### src/rtl/uart_debug_loader.sv
// Debug UART command engine: decodes write-word (0x57) and read-word (0x52) frames
// into accesses on instruction RAM port b and streams the response bytes back.
module uart_debug_loader #(
  parameter int unsigned TIMEOUT_CYCLES = 1000000
) (
  input  logic        clk,
  input  logic        rst_n,
  input  logic        rx_valid,
  input  logic [7:0]  rx_data,
  output logic        tx_valid,
  output logic [7:0]  tx_data,
  input  logic        tx_ready,
  output logic        web,
  output logic [29:0] addrb,
  output logic [31:0] dinb,
  input  logic [31:0] doutb,
  output logic        busy,
  output logic [7:0]  err_cnt
);

  localparam logic [7:0]  OP_WRITE      = 8'h57;
  localparam logic [7:0]  OP_READ       = 8'h52;
  localparam logic [7:0]  WRITE_ACK     = 8'h4B;
  localparam logic [23:0] TIMEOUT_LIMIT = TIMEOUT_CYCLES[23:0];

  typedef enum logic [2:0] {
    S_IDLE,
    S_ADDR,
    S_DATA,
    S_WRITE,
    S_READ,
    S_TX
  } state_t;

  state_t      state_reg;
  logic        is_write_reg;
  logic [1:0]  byte_cnt_reg;
  logic [23:0] timeout_reg;
  logic [1:0]  addr_lo_reg;
  logic [31:0] tx_shift_reg;
  logic [2:0]  tx_cnt_reg;
  logic        err_event;
  logic        in_field;
  logic        timed_out;

  assign busy      = (state_reg != S_IDLE);
  assign in_field  = (state_reg == S_ADDR) || (state_reg == S_DATA);
  // A strobe in the same cycle the limit is reached wins over the abort.
  assign timed_out = in_field && !rx_valid && (timeout_reg == TIMEOUT_LIMIT);

  always_comb begin
    err_event = 1'b0;
    if (timed_out) begin
      err_event = 1'b1;
    end else if (rx_valid) begin
      case (state_reg)
        S_IDLE:                 err_event = (rx_data != OP_WRITE) && (rx_data != OP_READ);
        S_WRITE, S_READ, S_TX:  err_event = 1'b1;
        default:                err_event = 1'b0;
      endcase
    end
  end

  always_ff @(posedge clk or negedge rst_n) begin
    if (!rst_n) begin
      state_reg    <= S_IDLE;
      is_write_reg <= 1'b0;
      byte_cnt_reg <= 2'd0;
      timeout_reg  <= 24'd0;
      addr_lo_reg  <= 2'd0;
      tx_shift_reg <= 32'd0;
      tx_cnt_reg   <= 3'd0;
      tx_valid     <= 1'b0;
      tx_data      <= 8'd0;
      web          <= 1'b0;
      addrb        <= 30'd0;
      dinb         <= 32'd0;
      err_cnt      <= 8'd0;
    end else begin
      web <= 1'b0;
      if (err_event && (err_cnt != 8'hFF)) begin
        err_cnt <= err_cnt + 8'd1;
      end

      case (state_reg)
        S_IDLE: begin
          if (rx_valid && ((rx_data == OP_WRITE) || (rx_data == OP_READ))) begin
            is_write_reg <= (rx_data == OP_WRITE);
            byte_cnt_reg <= 2'd0;
            timeout_reg  <= 24'd0;
            state_reg    <= S_ADDR;
          end
        end

        S_ADDR: begin
          if (rx_valid) begin
            timeout_reg  <= 24'd0;
            // Byte address bits [1:0] are held aside so only word bits land in addrb.
            addrb        <= {addrb[21:0], addr_lo_reg, rx_data[7:2]};
            addr_lo_reg  <= rx_data[1:0];
            byte_cnt_reg <= byte_cnt_reg + 2'd1;
            if (byte_cnt_reg == 2'd3) begin
              state_reg <= is_write_reg ? S_DATA : S_READ;
            end
          end else if (timed_out) begin
            state_reg <= S_IDLE;
          end else begin
            timeout_reg <= timeout_reg + 24'd1;
          end
        end

        S_DATA: begin
          if (rx_valid) begin
            timeout_reg  <= 24'd0;
            dinb         <= {dinb[23:0], rx_data};
            byte_cnt_reg <= byte_cnt_reg + 2'd1;
            if (byte_cnt_reg == 2'd3) begin
              web       <= 1'b1;
              state_reg <= S_WRITE;
            end
          end else if (timed_out) begin
            state_reg <= S_IDLE;
          end else begin
            timeout_reg <= timeout_reg + 24'd1;
          end
        end

        S_WRITE: begin
          tx_data    <= WRITE_ACK;
          tx_valid   <= 1'b1;
          tx_cnt_reg <= 3'd1;
          state_reg  <= S_TX;
        end

        S_READ: begin
          tx_data      <= doutb[31:24];
          tx_shift_reg <= {doutb[23:0], 8'h00};
          tx_valid     <= 1'b1;
          tx_cnt_reg   <= 3'd4;
          state_reg    <= S_TX;
        end

        S_TX: begin
          if (tx_valid && tx_ready) begin
            tx_cnt_reg <= tx_cnt_reg - 3'd1;
            if (tx_cnt_reg == 3'd1) begin
              tx_valid  <= 1'b0;
              state_reg <= S_IDLE;
            end else begin
              tx_data      <= tx_shift_reg[31:24];
              tx_shift_reg <= {tx_shift_reg[23:0], 8'h00};
            end
          end
        end

        default: state_reg <= S_IDLE;
      endcase
    end
  end

endmodule

### config.mk
export PLATFORM = sky130hd
export DESIGN_NAME = uart_debug_loader
export DESIGN_NICKNAME = d
export VERILOG_FILES = /design/src/rtl/uart_debug_loader.sv
export SDC_FILE = /design/constraint.sdc
export NUM_CORES = 1
export LEC_CHECK = 0
export ABC_AREA = 1
export CORE_ASPECT_RATIO = 0.5
export CORE_MARGIN = 3
export CORE_UTILIZATION = 60
export DETAILED_ROUTE_END_ITERATION = 8
export DONT_BUFFER_PORTS = 1
export GPL_TIMING_DRIVEN = 0
export PLACE_DENSITY_LB_ADDON = 0.15
export SYNTH_ARGS = -nofsm -noshare
export SYNTH_HDL_FRONTEND = slang
export SYNTH_SLANG_ARGS = --single-unit
export TNS_END_PERCENT = 1
### constraint.sdc
create_clock -name clk -period 3.2 [get_ports clk]
set_input_delay 0.16 -clock clk [delete_from_list [all_inputs] [get_ports clk]]
set_output_delay 0.16 -clock clk [all_outputs]
set_load 0.05 [all_outputs]
Word-level counts from Yosys, hierarchy flattened --
Index checks and enable logic that the tools add are counted.
Storage, ports and cells: register bits 147, latch bits 0, bits in writable memories 0, bits in read-only memories 0, input bits 44, output and inout port bits 81, logic and storage cells 100, memories kept 0
Cells by class: add/sub/neg operators 4, $mul 0, div/mod/pow operators 0, $lt $le $gt $ge 0, equal/unequal tests 21, shift operators 0, mux-type cells 34, bitwise gates (word level) 0, reductions and logical operators 28
Operators with widths (number):
- $mux 24 | 3
- $mux 32 | 2
- $pmux 32 s2 | 1
- $pmux 24 s2 | 1
- $mux 3 | 10
- $add 24x1->24 const B | 1
- $eq 24x20->1 const B | 1
- $pmux 8 s3 | 1
- $eq 8x7->1 const B | 2
- $mux 8 | 2
- $ne 8x7->1 const B | 2
- $pmux 3 s5 | 1
- $reduce_and 3->1 | 5
- $pmux 3 s3 | 1
- $add 8x1->8 const B | 1
- $ne 2x2->1 const B | 4
- $ne 8x8->1 const B | 1
- $reduce_and 2->1 | 4
- $mux 1 | 7
- $eq 3x1->1 const B | 2
- $eq 3x2->1 const B | 2
- $eq 3x3->1 const B | 2
- $logic_and 1x1->1 | 6
- $ne 3x2->1 const B | 2
- other kinds (16) | 23

Logic depth before layout (Yosys ltp) --
word-level depth 7, gate-level depth with buffers 13, depth with buffers taken out 11

Worst setup path after synthesis --
Ideal clock, no wire load.
path type reg2reg, from reg err_cnt[0], to reg err_cnt[2], library setup time 0.066 ns, arrival time 1.724 ns, required time 3.134 ns, setup slack 1.411 ns, cell stages (with the launch flop) 8, buffers on the path 0, period minus slack after synthesis 1.789 ns, path through dfrtp_1 ha_1 nand3_1 nor2_1 nand3_1 nand2_2 nand2_1 nand2_1
On the way: word-level cells in the longest chain between the ends 2, elaborated cells between the ends (all ways) 3, those cells by class add/sub: 1; eq/ne: 1; reduce/logical: 1
RTL lines:
- start, declared | line 18 | output logic [7:0] err_cnt
- start signal, assigned | line 82 | err_cnt <= err_cnt + 8'd1;
- branches (longest 2 deep; another with $add 8x1->8)
Parallel ways; which one is timed is not known. A chain may end at the register's enable or synchronous reset.

Worst setup path after layout --
from reg err_cnt[0], to reg err_cnt[7]
The elaborated chain is that of the path after synthesis.

==> results.md <==
* Number of synthesized flops with an enable pin at 0
* Design Power at a little over 8 mW
* Reg2reg end: err_cnt[7]
* Largest register FFs at 32
* Post-synthesis mux area share at 4.54%
* TritonCTS Buffers at 17
* Synthesized Nets at approximately 850
* Vias in the first global route at between 5000 and 6000
* Post-CTS Hold Fix Bufs at 39
* Clk_lat worst skew at 0.42 ns
* Antenna cells at 0
* Min Tclk post-route at roughly 2.1 ns
* Top FF cell, synth: dfrtp_1
* Worst hold slack at -0.574 ns
* Synthesized flop and latch total at approximately 140
* Largest regs: dinb: 32 flops, addrb: 30 flops
* FF-to-FF setup slack at around 1.1 ns
* DRT iter0 DRCs at approximately 470
* Gr ovfl total at 0
* H-tree levels at 4
* Final WS setup at 1.09 ns
* Worst slack at placement at approximately 1.1 ns
* First-pass GRT wire length at roughly 29000 um
* Beginning of the critical path: err_cnt[0]
* Max-slew violation count at 0
* Post-synthesis cell type count at 37
* Maxcap violations at 0
* Crit Path Category: register to register
* Post-Synth Simple-Gate Area at between 20% and 30%
* Number of standard cells in the layout, taps in and fillers out at between 1000 and 1500
* Synth area leader: dfrtp_1
* Fill count at 740
* Final setup vio count at 0
* Relative max-transition margin at 60.8%
* Largest family of logic cells by synthesized area: simple AND/OR/NAND/NOR gates
* Seq/Total Area, Yosys at 51.9%
* Post-Syn Area at approximately 6700 um2
* Violated checks: negative hold slack
* Detail Placement HPWL at approximately 11000 um
* Root buf cell: clkbuf_16
* Largest net degree at the start of global routing at between 100 and 150
* Most flop-heavy register: dinb
* Die Y at approximately 81 um
* Max Fclk at 0.475 GHz
* Clock-pin slew on the worst setup and hold paths at around 0.070 ns
* Synth warn at 0
* RSZ-0062 raised after global routing: no
* Worst-Margin Slew at about 0.59 ns
* Initial core utilization at roughly 64%
* Share of cells above drive strength 1 at between 10% and 20%
* Commonest non-fill, non-tap cell in the layout: nand2_1
* Worst hold path type: primary input to async pin
* Clk sinks at 139
* Vias at between 5000 and 6000
* Routability cong. at just over 0.9
* Critical Path Sink: err_cnt[7]
* Fin crit share at 65.8%
* Placed Instances at between 900 and 1000
* Ports at roughly 130
* Drt wl/cell at roughly 18 um
* Largest cells by area after synthesis: dfrtp_1 52%, nand2_1 14%, o21ai_0 4.9%
* Initial antenna violation count at 0
* Crit path max fanout at 9
* Async set-reset flop share out of synthesis at 100%
* Core Area at 10500 um2
* Clk buf depth at 2
* Die Wd at around 160 um
* Row count at 26
* FF-to-FF Start: err_cnt[0]
* Reg2reg path depth at 7
* CP startpoint kind: register
* Adder-Cell Fraction of Synth Area at under 10%
* Skew final at between 0.01 and 0.015 ns
* Worst Setup End Kind: register
* Fin. Hold Viols at between 100 and 150
* Total Die Area at 12500 um2
* CTS tree: done
* Antenna-violating nets left at 0
* Pleak at 3.72 nW
* Post-CTS setup buffers at 0
* Critical Path RT at roughly 3.6 ns
* Synth-to-Final Area Change at 17.8%
* Status: finished with violations
* Critical Path AT at 2.47 ns
* Compound-gate portion of the synthesized area at approximately a tenth
* Total track usage at 29.7%
* First-pass DRT Iterations at 5
* Synth Area in XOR/XNOR at around 1.4%
* DRC viols at 0
* Average size of a mapped cell at 8.40 um2
* Syn Inst Count at 798
* Post-CTS sizing at 0
* Most frequent cells in the layout: 257 x nand2_1, 139 x dfrtp_1, 66 x inv_1, 65 x o21ai_0, 61 x nor2_1
* Fin nets at approximately 900
* Post-Route WL at ~18000 um
* Fin Setup TNS at 0 ns
* P per Cell Area at between 1000 and 1500 nW/um2
* Peak supply drop at around 720 uV
* Post-synth top area share at 51.9%
* IO buf count at 0
* DR vias/cell at about 5.8
## worst max-delay path: stages, from the launching register on
cell and delay (ns):
dfrtp_1 0.70, ha_1 0.28, nand3_1 0.13, nor2_1 0.19, nand3_1 0.29, nand2_2 0.28
nand2_1 0.09, nand2_1 0.08
## per-layer routing
layer	global-route usage [%]	vias up	part of all wire (%)
met4	9.17	0	2.0
li1	-	2709	-
met2	47.0	309	46
met5	0	-	0
met1	39.6	2755	42
met3	9.53	45	11
## power by group
part	switching, mW	internal, mW	total [mW]
Clock	0.858	1.26	2.12
Sequential	1.80	2.31	4.11
Combinational	1.32	0.687	2.01
## cell usage after synthesis (all sizes together), types with 2 or more instances
cell type,count
o21a,5
nand4,17
o22ai,4
nand3,39
ha,6
buf,18
nor2,69
o31ai,2
clkbuf,12
nor3,6
o21ai,79
xor2,6
inv,73
a31oi,2
or2,4
a21oi,7
mux2,27
xnor2,5
dfrtp,139
o211ai,12
nand2,261
## cell families after synthesis
logic type | after synthesis
and+or+nand+nor | 397
xor gates and xnor gates | 11
buffers and inverters | 104
adders and majority gates | 6
DFF | 139
muxes | 27
AOI/OAI and AO/OA | 114
## layout make-up
cell class	instances	area (um2)	share of cell area, %
Multi-Input combinational cell	555	2780	35.3
Clock buffer	17	425	5.39
Sequential cell	139	3480	44.1
Timing Repair Buffer	39	390	4.95
Clock inverter	15	199	2.52
Inverter	74	283	3.58
Tap cell	140	175	2.22
Buffer	30	158	2.00
## metrics by stage
stage               instance area [um2]  utilization (%)  hold WS [ns]
floorplan                          6700                -        -0.136
global placement                   6880             65.2        -0.133
detailed placement                 6880             65.2        -0.133
CTS                                7890             74.9        -0.590
global route                       7890             74.9        -0.597
finish                             7890             74.9        -0.574
## worst min path at each step
stage               startpoint        endpoint  slack, ns  cells after the start
detailed placement       rst_n       addrb[25]      -0.13                      0
CTS                      rst_n       addrb[26]      -0.59                      0
global route             rst_n       addrb[20]      -0.60                      0
global placement         rst_n       addrb[25]      -0.13                      0
finish                   rst_n       addrb[25]      -0.57                      0
floorplan                rst_n  addr_lo_reg[0]      -0.14                      0
Note: power is estimated with default switching activity, not from simulation.
